===== config.mk =====
export PLATFORM = sky130hd
export DESIGN_NAME = report_collector
export DESIGN_NICKNAME = d
export VERILOG_FILES = /design/src/rtl/report_collector.sv
export SDC_FILE = /design/constraint.sdc
export NUM_CORES = 1
export LEC_CHECK = 0
export ABC_AREA = 1
export CAP_MARGIN = 25
export CORE_MARGIN = 2
export CORE_UTILIZATION = 25
export CTS_CLUSTER_SIZE = 10
export DETAILED_ROUTE_END_ITERATION = 8
export SYNTH_ARGS = -nofsm -noshare
export SYNTH_HDL_FRONTEND = slang
export SYNTH_SLANG_ARGS = --single-unit
export TNS_END_PERCENT = 10

===== constraint.sdc =====
create_clock -name clk -period 4.5 [get_ports clk]
set_clock_uncertainty 0.1 [all_clocks]
set_input_delay 1.125 -clock clk [delete_from_list [all_inputs] [get_ports clk]]
set_output_delay 1.125 -clock clk [all_outputs]
set_load 0.01 [all_outputs]

===== src/rtl/report_collector.sv =====
// Report collector: tags report-STE activations with the offset of the symbol that
// caused them and queues {offset, vector} events in a FIFO drained over valid/ready.
module report_collector #(
    parameter int NUM_REPORTS = 1,
    parameter int OFFSET_W    = 32,
    parameter int FIFO_DEPTH  = 16,
    parameter int DROP_W      = 16
) (
    input  logic                          clk,
    input  logic                          reset_n,
    input  logic                          run,
    input  logic                          stream_start,
    input  logic [NUM_REPORTS-1:0]        report_in,
    output logic                          out_valid,
    input  logic                          out_ready,
    output logic [OFFSET_W-1:0]           out_offset,
    output logic [NUM_REPORTS-1:0]        out_vector,
    output logic [$clog2(FIFO_DEPTH):0]   fifo_level,
    output logic                          overflow,
    input  logic                          overflow_clr,
    output logic [DROP_W-1:0]             drop_count
);

    localparam int AW = $clog2(FIFO_DEPTH);

    typedef struct packed {
        logic [OFFSET_W-1:0]    offset;
        logic [NUM_REPORTS-1:0] vector;
    } entry_t;

    logic [OFFSET_W-1:0] sym_cnt;
    logic [OFFSET_W-1:0] off_q;
    logic                run_q;

    entry_t              mem [FIFO_DEPTH];
    logic [AW:0]         wr_ptr;
    logic [AW:0]         rd_ptr;
    logic                empty;
    logic                full;
    logic                push;
    logic                pop;
    logic                wr_en;
    logic                drop;
    entry_t              head;

    // Symbol offset tracking; off_q lines up with report_in, which lags run by one edge.
    always_ff @(posedge clk or negedge reset_n) begin
        if (!reset_n) begin
            sym_cnt <= '0;
            off_q   <= '0;
            run_q   <= 1'b0;
        end else begin
            run_q <= run;
            if (stream_start) begin
                sym_cnt <= run ? OFFSET_W'(1) : '0;
                if (run)
                    off_q <= '0;
            end else if (run) begin
                sym_cnt <= sym_cnt + OFFSET_W'(1);
                off_q   <= sym_cnt;
            end
        end
    end

    assign empty = (wr_ptr == rd_ptr);
    assign full  = (wr_ptr[AW] != rd_ptr[AW]) && (wr_ptr[AW-1:0] == rd_ptr[AW-1:0]);
    assign push  = run_q & (|report_in);
    assign pop   = out_valid & out_ready;
    // A pop in the same cycle frees the slot, so a push into a full FIFO still lands.
    assign wr_en = push & (~full | pop);
    assign drop  = push & full & ~pop;

    always_ff @(posedge clk) begin
        if (wr_en)
            mem[wr_ptr[AW-1:0]] <= '{offset: off_q, vector: report_in};
    end

    always_ff @(posedge clk or negedge reset_n) begin
        if (!reset_n) begin
            wr_ptr <= '0;
            rd_ptr <= '0;
        end else begin
            if (wr_en)
                wr_ptr <= wr_ptr + (AW+1)'(1);
            if (pop)
                rd_ptr <= rd_ptr + (AW+1)'(1);
        end
    end

    // Clear and drop in the same cycle leaves exactly that one drop recorded.
    always_ff @(posedge clk or negedge reset_n) begin
        if (!reset_n) begin
            overflow   <= 1'b0;
            drop_count <= '0;
        end else if (overflow_clr) begin
            overflow   <= drop;
            drop_count <= drop ? DROP_W'(1) : '0;
        end else if (drop) begin
            overflow <= 1'b1;
            if (!(&drop_count))
                drop_count <= drop_count + DROP_W'(1);
        end
    end

    assign head       = mem[rd_ptr[AW-1:0]];
    assign out_valid  = ~empty;
    assign out_offset = empty ? '0 : head.offset;
    assign out_vector = empty ? '0 : head.vector;
    assign fifo_level = wr_ptr - rd_ptr;

endmodule


==> metrics.cfg <==
[outcome]
outcome=finished clean

[route]
wl_per_cell_um=17.1
drc=0
drt-total-wl_um=70200
dr.pass1.iters=5
ant_nets=0
vias_per_cell=4.40
drt_iter0_markers=1564
vias=18100

[cts]
cts_tree=done
ctsRootBufferMaster=clkbuf_16
cts_buffers=73
cts_max_path_buffers=3
clkLatencyLatePin_ns=0.61
htree_num_levels=3
clkSinkCount=620
ctsHoldBuffers=0
path_clk_slew_ns=0.06

[synth]
synth-seq-cells=620
yosysSeqAreaShare_pct=68.7
synth_nets=2627
syn_inst=2608
syn_area_sq_um=26400
syn_area_per_cell_sq_um=10.1
yosys_warnings=0
ys_types=30

[critical_path]
required_ns=3.27
critical_path_arrival_ns=3.17
crit_path_start_kind=flip-flop
worstSetupPathType=reg -> out
crit_fanout=21
cp-end-kind=output pin

[global_route]
gr-usage-met2_pct=20.5
grt_pass1_wl_um=105000
grt_util_met3_pct=1.96
grt_usage_pct=12.6
overflow=0
grt_use_met1_pct=16.9
grt_max_degree=138
grt_pass1_vias=17200
antenna_found_initial=0
grt-busiest-layer=met2

[floorplanning]
die_w_um=329
fp.dieH_um=329
io_pins=63
rows=119
core_area_sq_um=105000
die_area_sq_um=108000
initial_core_util_pct=25.2

[placement]
portBuffers=62
dp_hpwl_um=39300
gp_congestion=0.795

[power]
powerDensity_nw_per_um2=597
leakage_nw=12.3
ir_worst_vdd_mv=0.499

[min_path]
hold_path_class=in -> async

[cells_and_area]
nets=2706
syn2layout_area_growth_pct=18.6
n_antenna_cell=0
finish.utilization_pct=29.8
drive_gt1_share_pct=7.55

[timing]
final.setup.tns_ns=0
finalSetupViolations=0
fin_crit_ns=4.40
tightest_slew_ns=0.846
relSlewSlack_pct=43.5
hold_viol_final=0
timing.final.crit_share_pct=97.7
clock.fmax_mhz=227
holdWs_ns=0.319
rsz0062_at_grt=true
slew_violations=0

[job]
cap_violations=0

[Yosys cell counts]
| library cell | count | area [sq um] |
|---|---|---|
| nor2_4 | 1 | 11.3 |
| and3_1 | 1 | 6.26 |
| buf_4 | 7 | 52.6 |
| buf_6 | 1 | 11.3 |
| ha_1 | 11 | 138 |
| or2_2 | 4 | 25.0 |
| nand4_1 | 6 | 37.5 |
| nor2_2 | 1 | 6.26 |
| buf_2 | 42 | 210 |
| edfxtp_1 | 528 | 15900 |
| xnor2_1 | 1 | 8.76 |
| nand2_1 | 950 | 3570 |
| dfrtp_1 | 92 | 2300 |
| nor4_1 | 1 | 6.26 |
| nand3_1 | 187 | 936 |
| fa_1 | 1 | 20.0 |
| nand3_2 | 1 | 10.0 |
| xor2_1 | 9 | 78.8 |
| buf_1 | 21 | 78.8 |
| nor3_1 | 5 | 25.0 |
| nand3b_1 | 3 | 22.5 |
| clkbuf_1 | 50 | 188 |
| clkinv_1 | 4 | 15.0 |
| o21bai_1 | 3 | 22.5 |
| o21ai_0 | 152 | 761 |
| a21oi_1 | 57 | 285 |
| inv_1 | 155 | 582 |
| nor2_1 | 297 | 1110 |
| o211ai_1 | 1 | 7.51 |
| inv_2 | 16 | 60.1 |
[sequential cells by signal (all words and copies together) (netlist names)]
signal	flops
drop_count	16
mem	528
off_q	32
overflow	1
rd_ptr	5
run_q	1
sym_cnt	32
wr_ptr	5
[power breakdown]
| part | switching [W] | leakage (nW) | total, W | internal [W] |
|---|---|---|---|---|
| Combinational | 0.00446 | 5.03 | 0.00684 | 0.00238 |
| Sequential | 0.000142 | 6.27 | 0.00659 | 0.00645 |
| Clock | 0.00219 | 1.01 | 0.00528 | 0.00309 |
[cells by family (layout without fill, tap and decap cells)]
logic type / after synthesis / count (layout) / share of synthesized area [%]
simple gates: 1457 / 1457 / 21.8
flops: 620 / 620 / 68.7
buf+inv: 296 / 405 / 4.53
compound gates: 213 / 213 / 4.07
fa+ha+maj: 12 / 12 / 0.596
xor+xnor: 10 / 10 / 0.331
[timing repair]
| item | 4_1_cts | 5_1_grt |
|---|---|---|
| endpoints found under the setup margin | 17 | 28 |
| resized for setup | 11 | 10 |
| buffers inserted | 0 | 2 |
| gates cloned | 0 | 3 |
[worst paths after layout]
check	from	endpoint	slack, ns	depth (start not counted)
max	rd_ptr[1]	out_offset[18]	0.10	9
min	reset_n	off_q[28]	0.32	1
max reg2reg	rd_ptr[1]	mem[2][14]	1.52	10
min reg2reg	wr_ptr[4]	wr_ptr[4]	0.39	1
max in group asynchronous	reset_n	rd_ptr[1]	3.06	2
min in group clk	wr_ptr[4]	wr_ptr[4]	0.39	1
[layer usage]
metal	routed length, um	vias to the layer above	share of wire [%]
met1	30700	8718	44
met2	33500	509	48
met3	4120	110	5.9
met4	1970	0	2.8
met5	0	-	0
li1	-	8740	-
[layout by cell type (no fill, tap or decap), types with 3 or more instances in the layout]
cell type / n
ha_1: 11
nand3_1: 187
nand2_1: 950
a21oi_1: 47
a21oi_2: 10
buf_16: 3
dfrtp_1: 89
inv_1: 153
buf_12: 18
nand4_1: 6
clkdlybuf4s50_1: 59
clkinv_1: 4
nor2_4: 18
inv_2: 18
nand3b_1: 3
nor2_1: 280
clkbuf_16: 78
nor3_1: 5
clkbuf_1: 19
edfxtp_1: 528
xor2_1: 9
buf_4: 40
o21ai_0: 152
or2_2: 4
o21bai_1: 3
[critical path, cell delays in order (launching register included)]
cell	delay, ns
dfrtp_4	0.52
inv_8	0.18
ha_1	0.28
nand2_1	0.09
nor2_1	0.07
nand3_1	0.19
inv_2	0.13
buf_12	0.19
a21oi_1	0.29
clkdlybuf4s50_1	0.60
[per-stage QoR]
step / power, W / std cells / cell area (sq um) / worst slack, ns
final: 0.0187 / 4108 / 31400 / 0.103
after global routing: 0.0198 / 4108 / 31400 / -0.00549
after CTS: 0.0188 / 4103 / 31200 / -0.111
after detailed placement: 0.0134 / 3998 / 29100 / 0.483
after global placement: 0.0134 / 3998 / 29100 / 0.448
after floorplan: 0.0105 / 2608 / 26400 / 0.768
[final cells by class]
| class | instances | area (sq um) |
|---|---|---|
| Fill cell | 10700 | 73800 |
| Sequential cell | 620 | 18200 |
| Multi-Input combinational cell | 1692 | 7250 |
| Clock buffer | 95 | 1960 |
| Tap cell | 1391 | 1740 |
| Timing Repair Buffer | 125 | 1430 |
| Inverter | 175 | 691 |
| Clock inverter | 10 | 118 |
(Power assumes the default switching activity.)
